## config.mk

```make
export PLATFORM = sky130hd
export DESIGN_NAME = div_flat
export DESIGN_NICKNAME = d
export VERILOG_FILES = /design/src/rtl/div_if.sv /design/src/rtl/div.sv /design/src/flat_wrapper.sv
export SDC_FILE = /design/constraint.sdc
export NUM_CORES = 1
export LEC_CHECK = 0
export CORE_MARGIN = 5
export CORE_UTILIZATION = 45
export CTS_BUF_LIST = sky130_fd_sc_hd__clkbuf_4 sky130_fd_sc_hd__clkbuf_8
export DETAILED_ROUTE_END_ITERATION = 16
export PLACE_DENSITY = 0.66
export SYNTH_ARGS = -nofsm -noshare
export SYNTH_HDL_FRONTEND = slang
export SYNTH_SLANG_ARGS = --single-unit
```

## constraint.sdc

```tcl
create_clock -name clk -period 4.5 [get_ports clk]
set_input_delay 1.35 -clock clk [delete_from_list [all_inputs] [get_ports clk]]
set_output_delay 1.35 -clock clk [all_outputs]
set_load 0.03 [all_outputs]
```

## src/rtl/div_if.sv

```systemverilog
// div_if: handshake and result bus between the control unit and the divider.
// Optional macro DIV_UNSIGNED_EN adds the divU select line.
interface div_if #(parameter int WIDTH = 32);
    logic [WIDTH-1:0] srcA;
    logic [WIDTH-1:0] srcB;
    logic             divCtrl;
    logic [WIDTH-1:0] hi;
    logic [WIDTH-1:0] lo;
    logic             busy;
    logic             done;
    logic             divZero;
`ifdef DIV_UNSIGNED_EN
    logic             divU;
    modport master (output srcA, srcB, divCtrl, divU, input hi, lo, busy, done, divZero);
    modport slave  (input srcA, srcB, divCtrl, divU, output hi, lo, busy, done, divZero);
`else
    modport master (output srcA, srcB, divCtrl, input hi, lo, busy, done, divZero);
    modport slave  (input srcA, srcB, divCtrl, output hi, lo, busy, done, divZero);
`endif
endinterface

```

## src/rtl/div.sv

```systemverilog
// div: sequential signed restoring divider, lo = quotient, hi = remainder.
// Optional macro DIV_UNSIGNED_EN enables unsigned division via divU.
module div #(
    parameter int WIDTH = 32
) (
    input logic clk,
    input logic reset,
    div_if.slave bus
);
    localparam int CW = $clog2(WIDTH);
    typedef enum logic [1:0] {IDLE, RUN, FIX} state_t;
    state_t           r_state;
    logic [WIDTH-1:0] r_rem;
    logic [WIDTH-1:0] r_quo;
    logic [WIDTH-1:0] r_div;
    logic [WIDTH-1:0] r_hi;
    logic [WIDTH-1:0] r_lo;
    logic [CW-1:0]    r_cnt;
    logic             r_qs;
    logic             r_rs;
    logic             r_zero;
    logic             r_busy;
    logic             r_done;
    logic             r_dz;
    logic             w_u;
    logic             w_sa;
    logic             w_sb;
    logic             w_zb;
    logic [WIDTH-1:0] w_ma;
    logic [WIDTH-1:0] w_mb;
    logic [WIDTH:0]   w_sh;
    logic [WIDTH:0]   w_sub;
    logic             w_ge;
`ifdef DIV_UNSIGNED_EN
    assign w_u = bus.divU;
`else
    assign w_u = 1'b0;
`endif
    assign w_sa  = bus.srcA[WIDTH-1] & ~w_u;
    assign w_sb  = bus.srcB[WIDTH-1] & ~w_u;
    assign w_zb  = bus.srcB == '0;
    assign w_ma  = w_sa ? -bus.srcA : bus.srcA;
    assign w_mb  = w_sb ? -bus.srcB : bus.srcB;
    // One extra bit keeps the trial subtraction exact for full-range unsigned divisors.
    assign w_sh  = {r_rem, r_quo[WIDTH-1]};
    assign w_sub = w_sh - {1'b0, r_div};
    assign w_ge  = ~w_sub[WIDTH];
    assign bus.hi      = r_hi;
    assign bus.lo      = r_lo;
    assign bus.busy    = r_busy;
    assign bus.done    = r_done;
    assign bus.divZero = r_dz;
    // Control FSM and datapath; divide-by-zero preloads rem/quo so FIX emits srcA and all ones unchanged.
    always_ff @(posedge clk) begin
        if (!reset) begin
            r_state <= IDLE;
            r_rem   <= '0;
            r_quo   <= '0;
            r_div   <= '0;
            r_hi    <= '0;
            r_lo    <= '0;
            r_cnt   <= '0;
            r_qs    <= 1'b0;
            r_rs    <= 1'b0;
            r_zero  <= 1'b0;
            r_busy  <= 1'b0;
            r_done  <= 1'b0;
            r_dz    <= 1'b0;
        end else begin
            r_done <= 1'b0;
            r_busy <= r_state == RUN;
            case (r_state)
                IDLE: if (bus.divCtrl) begin
                    r_rem   <= w_zb ? bus.srcA : '0;
                    r_quo   <= w_zb ? '1 : w_ma;
                    r_div   <= w_mb;
                    r_qs    <= ~w_zb & (w_sa ^ w_sb);
                    r_rs    <= ~w_zb & w_sa;
                    r_zero  <= w_zb;
                    r_cnt   <= '0;
                    r_dz    <= 1'b0;
                    r_state <= w_zb ? FIX : RUN;
                end
                RUN: begin
                    r_rem   <= w_ge ? w_sub[WIDTH-1:0] : w_sh[WIDTH-1:0];
                    r_quo   <= {r_quo[WIDTH-2:0], w_ge};
                    r_cnt   <= r_cnt + 1'b1;
                    r_state <= r_cnt == CW'(WIDTH - 1) ? FIX : RUN;
                end
                FIX: begin
                    r_lo    <= r_qs ? -r_quo : r_quo;
                    r_hi    <= r_rs ? -r_rem : r_rem;
                    r_dz    <= r_zero;
                    r_done  <= 1'b1;
                    r_state <= IDLE;
                end
                default: r_state <= IDLE;
            endcase
        end
    end
endmodule

```

## src/flat_wrapper.sv

```systemverilog
// flat-port wrapper written by rule: the top's interface ports become plain ports
module div_flat 
#(
    parameter int WIDTH = 32
)
  (clk, reset, bus_srcA, bus_srcB, bus_divCtrl, bus_hi, bus_lo, bus_busy, bus_done, bus_divZero);
  div_if #(.WIDTH(WIDTH)) bus_i ();
  input logic clk;
  input logic reset;
  input wire logic [$bits(bus_i.srcA)-1:0] bus_srcA;
  input wire logic [$bits(bus_i.srcB)-1:0] bus_srcB;
  input wire logic [$bits(bus_i.divCtrl)-1:0] bus_divCtrl;
  output wire logic [$bits(bus_i.hi)-1:0] bus_hi;
  output wire logic [$bits(bus_i.lo)-1:0] bus_lo;
  output wire logic [$bits(bus_i.busy)-1:0] bus_busy;
  output wire logic [$bits(bus_i.done)-1:0] bus_done;
  output wire logic [$bits(bus_i.divZero)-1:0] bus_divZero;
  assign bus_i.srcA = bus_srcA;
  assign bus_i.srcB = bus_srcB;
  assign bus_i.divCtrl = bus_divCtrl;
  assign bus_hi = bus_i.hi;
  assign bus_lo = bus_i.lo;
  assign bus_busy = bus_i.busy;
  assign bus_done = bus_i.done;
  assign bus_divZero = bus_i.divZero;
  div #(.WIDTH(WIDTH)) u_core (.clk(clk), .reset(reset), .bus(bus_i));
endmodule
```

After elaboration in Yosys (flattened, before gate mapping):

Cells that the tools add are included.

* flip-flop bits (word level): 173
* latch bits: 0
* memory bits (writable): 0
* bits in read-only memories: 0
* memories kept: 0

* add/subtract/negate cells: 6
* multipliers: 0
* div/mod/pow operators: 0
* $lt $le $gt $ge: 0
* equality and inequality tests: 4
* shift operators: 0
* mux-type cells: 20
* bitwise gates (word level): 5
* reductions and logical operators: 7

Operator list (number)
* $mux 32: 9
* $neg 32->32: 4
* $pmux 32 s2: 2
* $sub 33x32->33: 1
* $logic_not 32->1: 1
* $pmux 5 s2: 1
* $mux 2: 3
* $reduce_and 2->1: 3
* $add 5x1->5 const B: 1
* $eq 5x5->1 const B: 1
* $mux 5: 1
* $pmux 2 s2: 1
* $reduce_bool 2->1: 2
* $and 1x1->1: 2
* $eq 2x1->1 const B: 1
* $eq 2x2->1 const B: 1
* $logic_not 2->1: 1
* $mux 1: 2
* $ne 2x2->1 const B: 1
* $not 1->1: 2
* $pmux 1 s2: 1
* $xor 1x1->1: 1

Logic depth before layout (Yosys ltp):

Gate-level depths: netlist (run 1).

* depth in word-level cells: 5
* gate-level depth with buffers: 13
* mapped depth without buffers: 11

Worst setup path before layout (run 1):

Ideal clock, no wire load.

* path kind: input to register
* start point: input port bus_srcB[5]
* end point: register u_core.r_div[29]
* setup time: 0.133 ns
* arrival: 3.483 ns
* required time: 4.367 ns
* setup slack: 0.884 ns
* cell stages on the path: 8
* buffers on the path: 0
* cells stage by stage: or4_4 > nor4_4 > nand3_2 > or3_1 > or3_1 > o41ai_2 > xor2_1 > a21oi_1

* longest elaborated chain between the ends: 2

RTL lines
* start: declaration: RTL line flat_wrapper.sv:11 `input wire logic [$bits(bus_i.srcB)-1:0] bus_srcB;`
* $neg 32->32: RTL line div.sv:43 `assign w_mb = w_sb ? -bus.srcB : bus.srcB;`
* $mux 32: RTL line div.sv:43
* end signal: assignment: RTL line div.sv:76 `r_div <= w_mb;`
* end: declaration: RTL line div.sv:15 `logic [WIDTH-1:0] r_div;`

No other way between the ends.
A chain may end at the register's enable or synchronous reset.

Final worst setup path (run 1):

* start point: register u_core.r_rem[27]
* end point: register u_core.r_rem[18]

* longest elaborated chain between the ends: 3

RTL lines
* start: declaration: RTL line div.sv:13 `logic [WIDTH-1:0] r_rem;`
* start signal: assignment: RTL line div.sv:74 `r_rem <= w_zb ? bus.srcA : '0;`
* start signal: assignment: RTL line div.sv:85 `r_rem <= w_ge ? w_sub[WIDTH-1:0] : w_sh[WIDTH-1:0];`
* $sub 33x32->33: RTL line div.sv:46 `assign w_sub = w_sh - {1'b0, r_div};`
* $mux 32: RTL line div.sv:85
* $pmux 32 s2: RTL line div.sv:72 `case (r_state)`

No other way between the ends.

==> metrics, run 1 <==
Inserted Diodes 0; clk_lat worst skew 470 ps; post-route setup TNS 0 ps; starting density of the core 45.9%; commonest cells after routing, fill and taps aside nand2_1, dfxtp_1, clkdlybuf4s50_1; Die Ht 171 microns; final core utilization around 54%; status finished, final reports clean; Post-synth EDFFs 0; vias per cell between 5 and 6; H-tree Lvls 4; CP required 4890 ps; DR WL met2 16.1 mm; Hold WC Path Type reg -> reg; total core area 25,300 sq um; type of origin of the critical path flop; Post-Route Skew 14.6 ps; post-synth top area cell dfxtp_1; FILL cells 2,497; Synth top area share between 20 and 30%; top_reg_cell synth dfxtp_1; met3 wire len 2.08 mm; row cnt 58; first drt pass iteration count 5; gr ovfl total 0; Die ar. 29,100 sq um; routed length per instance 18.2 microns; initial antenna violation count 0; Placer Congestion 0.935; clock tree buffer depth 2; Synth Register Bits 173; multi-input combinational cell area approximately 7600 sq um; Post-synth ARST share 0%; Reg-to-Reg End u_core.r_rem[18]; Resize count post-CTS 0; clock power share 25.1%; Nets 1,686; Comb pwr share 36.7%; clock sink count 173; top post-synthesis cells by area dfxtp_1, xor2_1, nand2_1, a21oi_1, o211a_1; synthesized area 11,600 sq um; Avg Inst Size Synth about 7.8 sq um; CTS Hold Buffers Added 0; Layout area overhead 18.3%; IO buf count 133; Clock transition at path regs 100 ps; P_int approximately 2.8 mW; Remaining DRCs 0; crit path time final around 4000 ps; first-pass GRT wire length 55.7 mm; Post-Synthesis Cells between 1,000 and 1,500; Seq/Total Area, Yosys roughly 30%; final hold vios 0; Worst Setup Path Type reg -> reg; fraction of layout cells with a size suffix above 1 5.96%; vias in the first global route just over 10,000; # IOs 134; worst endpoint data arrival time around 4400 ps; Worst VDD drop 0.173 mV; crit share post-route 88.4%; Num CTS Buffers 17; hold_sp u_core.r_div[22]; uppermost layer routed met4; Synthesis Warnings 0; Synth Net Count between 1,500 and 2,000; Slew headroom 23.3%; Unique masters post-synth 72; commonest non-fill, non-tap cell in the layout nand2_1; Post-CTS Setup Bufs 0; final wirelength 35.0 mm; source of the critical timing path u_core.r_rem[27]; DP HPWL ~26 mm; register area 3460 sq um; DRT antenna net count 0; CP max FO 20; Total GRT Usage 23.6%; Tightest Pin Transition about 1100 ps; CTS tree done; max_cap viols 0; reg2reg setup slack ~520 ps; switching share of power 40.1%; Hold Path End u_core.r_div[22]; unrepaired setup endpoints after global routing false; PwrDens 339 nW/um^2; Leak Pwr 5.63 nW; Slew Viols, Final 0; fmax around 0.25 GHz; worst r2r path cells 9; final setup vio count 0; Initial DRC Count around 930; hold depth 2; CP Capture Type flop; R2R Path Start u_core.r_rem[27]; total number of vias 11,300; Seq pwr share approximately two fifths; clk root buf clkbuf_8; Die W roughly 170 microns; WL met1 16.2 mm; pin count of the biggest net entering global routing 71; Switch Pwr 1.87 mW
cell usage after synthesis, types with 29 or more instances:
| cell | count |
|---|---|
| o21ai_0 | 89 |
| clkbuf_1 | 84 |
| ha_1 | 38 |
| xnor2_1 | 34 |
| or3_1 | 29 |
| nand2_1 | 210 |
| nand3_1 | 39 |
| inv_1 | 57 |
| xor2_1 | 101 |
| a211oi_1 | 29 |
| o211a_1 | 48 |
| nor2_1 | 71 |
| o31ai_1 | 31 |
| a21oi_1 | 106 |
| dfxtp_1 | 173 |
cell type report:
cell class / instances / share of cell area, %
clock buffers: 18 / 1.81
clock inverters: 14 / 1.28
inverters: 57 / 1.56
multi-input cells: 1160 / 55.1
flip-flops and latches: 173 / 25.2
well taps: 330 / 3.01
repair buffers: 171 / 12.0
critical path, stage by stage, from the launching register on:
cell,delay (ps)
dfxtp_1,530
ha_1,400
and3_1,270
a221oi_1,340
o21ai_1,100
a211oi_1,410
o221ai_1,470
or3_1,800
a211o_1,410
a31oi_1,170
flip-flops by register name (all words and copies together), names as in the netlist, 2 cells and up:
name / count
u_core.r_cnt: 5
u_core.r_state: 2
u_core.bus.hi: 32
u_core.r_div: 32
u_core.r_quo: 32
u_core.bus.lo: 32
u_core.r_rem: 32
worst max path at each step:
stage                             endpoint  cells after the start
after floorplan           u_core.r_div[29]                      8
after global placement    u_core.r_div[29]                      9
after detailed placement  u_core.r_div[29]                      9
after CTS                 u_core.r_rem[18]                      9
after global routing      u_core.r_rem[30]                     10
final                     u_core.r_rem[18]                      9
layer usage:
metal / track usage (%) / up-vias
met5: 0 / -
met4: 6.63 / 0
met3: 2.70 / 40
met2: 38.5 / 373
met1: 33.1 / 5267
li1: - / 5607
power groups by stage:
stage	registers (mW)	clock network (mW)	logic, mW
2_1_floorplan	1.74	0	1.22
3_3_place_gp	1.80	0	1.68
3_5_place_dp	1.80	0	1.69
4_1_cts	1.77	1.20	1.70
5_1_grt	1.79	1.26	1.87
6_report	1.77	1.17	1.71
logic make-up after synthesis:
kind of cell               after synthesis  share of synthesized area [%]
and+or+nand+nor                        495                           20.8
AOI/OAI and AO/OA                      474                           28.0
DFF                                    173                           29.9
buffers and inverters                  162                           5.38
xor gates and xnor gates               135                           10.2
adders and majority gates               39                           4.27
muxes                                   17                           1.54
per-stage QoR:
stage / area [sq um] / power, mW / cells / worst slack, ps / hold slack [ps]
6_report: 13700 / 4.65 / 1923 / 523 / 461
5_1_grt: 13700 / 4.92 / 1923 / 427 / 489
4_1_cts: 13700 / 4.66 / 1923 / 584 / 460
3_5_place_dp: 13300 / 3.49 / 1891 / 214 / 447
3_3_place_gp: 13300 / 3.48 / 1891 / 288 / 440
2_1_floorplan: 11600 / 2.96 / 1495 / 884 / 431
(Power assumes the default switching activity.)
==> run 2, diff against run 1 <==
- CORE_MARGIN: 5 -> 3
- RECOVER_POWER: not set -> 50
==> run 2 against run 1 <==
Count of clock-buffer cells in the layout is the same. Largest power group unchanged. Worst setup slack gained 48 ps. Clock skew grew 3.5 ps. Critical endpoint is now u_core.r_div[30]. Combinational power is essentially flat. Routed wire length shrank 1.9%. Non-clock buffer count grew 2. Cell count grew 0.10%. The flow now finishes with violations (capacitance limit, slew limit). Via count shrank 0.63%. Critical path depth is the same. Utilization shrank 0.14 points.
==> metrics, run 2 (synthesis results as in run 1) <==
post-route setup TNS 0 ps (unchanged); vias in the first global route 10,100 (was 10,300); commonest non-fill, non-tap cell in the layout nand2_1 (unchanged); initial antenna violation count 0 (unchanged); row cnt 58 (unchanged); DRT antenna net count 0 (unchanged); Initial DRC Count 870 (was 927); Die W 167 microns (was 171 microns); CP required 4870 ps (was 4890 ps); IO buf count 133 (unchanged); total chip power 4.65 mW (about the same); DP HPWL 26.0 mm (was 26.4 mm); vias per cell 5.83 (was 5.87); routed length per instance 17.9 microns (was 18.2 microns); clk root buf clkbuf_8 (unchanged); PwrDens 339 nW/um^2 (about the same); clock sink count 173 (unchanged); first-pass GRT wire length 54.2 mm (was 55.7 mm); max_cap viols 3 (was 0); Leak Pwr 5.80 nW (was 5.63 nW); CP max FO 31 (was 20); starting density of the core 45.9% (unchanged); crit path time final 3930 ps (was 3980 ps); fmax 0.254 GHz (was 0.251 GHz); CP Capture Type flop (unchanged); Die ar. 27,700 sq um (was 29,100 sq um); Post-Route Skew 18.0 ps (was 14.6 ps); final hold vios 0 (unchanged); Slew headroom -67.2% (was 23.3%); unrepaired setup endpoints after global routing false (unchanged); CTS Hold Buffers Added 0 (unchanged); gr ovfl total 0 (unchanged); Final Cell Area 13,700 sq um (about the same); clk_lat worst skew 470 ps (about the same); Worst Setup Path Type in -> reg (was reg -> reg); Post-CTS Setup Bufs 0 (unchanged); commonest cells after routing, fill and taps aside nand2_1, dfxtp_1, a21oi_1 (was nand2_1, dfxtp_1, clkdlybuf4s50_1); Clock transition at path regs 100 ps (about the same); Layout area overhead 18.0% (was 18.3%); Total GRT Usage 23.7% (was 23.6%); final core utilization 54.2% (was 54.3%); failing checks capacitance limit, slew limit; Resize count post-CTS 0 (unchanged); Slew Viols, Final 197 (was 0); Inserted Diodes 0 (unchanged); Worst VDD drop 0.233 mV (was 0.173 mV); Remaining DRCs 0 (unchanged); placed cells 1,893 (was 1,891); fraction of layout cells with a size suffix above 1 5.83% (was 5.96%); # IOs 134 (unchanged); Hold WC Path Type reg -> reg (unchanged); crit share post-route 87.3% (was 88.4%); final wirelength 34.4 mm (was 35.0 mm); total core area 25,300 sq um (unchanged); Tightest Pin Transition 2510 ps (was 1150 ps); worst endpoint data arrival time 4300 ps (was 4370 ps); pin count of the biggest net entering global routing 84 (was 71); Die Ht 167 microns (was 171 microns); final std cells w/o fill 1,925 (was 1,923); Nets 1,688 (was 1,686); first drt pass iteration count 6 (was 5); H-tree Lvls 4 (unchanged); final setup vio count 0 (unchanged); type of origin of the critical path input pin (was flop); total number of vias 11,200 (was 11,300); clock tree buffer depth 2 (unchanged); Placer Congestion 0.911 (was 0.935); status finished, violations left (was finished, final reports clean); Area after DPL 13,300 sq um (about the same); Num CTS Buffers 17 (unchanged); CTS tree done (unchanged)
run 2: critical path: stages:
cell           delay [ps]
dlygate4sd3_1         540
clkbuf_1             1020
inv_1                 290
a41oi_1               340
a21o_1                170
a21oi_1                60
xor2_1                260
o21ai_0               100
and2_1                160
run 2: final timing paths:
check / slack (ps) / start / to / depth (start not counted)
setup / recovery: 570 / bus_srcB[31] / u_core.r_div[30] / 9
setup reg to reg: 580 / u_core.r_rem[8] / u_core.r_rem[30] / 10
hold / removal: 460 / u_core.r_div[20] / u_core.r_div[20] / 2
hold reg to reg: 460 / u_core.r_div[20] / u_core.r_div[20] / 2
run 2: layout make-up:
| type | instances | area [sq um] |
|---|---|---|
| Fill cell | 2463 | 11600 |
| Multi-Input combinational cell | 1160 | 7550 |
| Sequential cell | 173 | 3460 |
| Timing Repair Buffer | 173 | 1630 |
| Tap cell | 330 | 413 |
| Clock buffer | 18 | 248 |
| Inverter | 57 | 214 |
| Clock inverter | 14 | 176 |
run 2: layer usage:
layer | track usage [%] | share of wire (%)
met2 | 38.8 | 46
met3 | 3.44 | 6.2
met4 | 5.99 | 1.9
met1 | 32.9 | 46
met5 | 0 | 0
run 2: through the flow:
stage               worst slack (ps)  hold WS (ps)
floorplan                        884           431
global placement                 283           440
detailed placement               214           448
CTS                              671           460
global route                     364           484
finish                           570           456
run 2: where the power goes:
part	switching, mW	total [mW]	internal [mW]
registers	0.148	1.77	1.62
logic	1.03	1.70	0.672
clock network	0.645	1.17	0.529
==> run 3, diff against run 2 <==
- CTS_CLUSTER_DIAMETER: not set -> 50
==> results of run 3 <==
No change in the layout: final DEF, timing and power equal those of run 2.
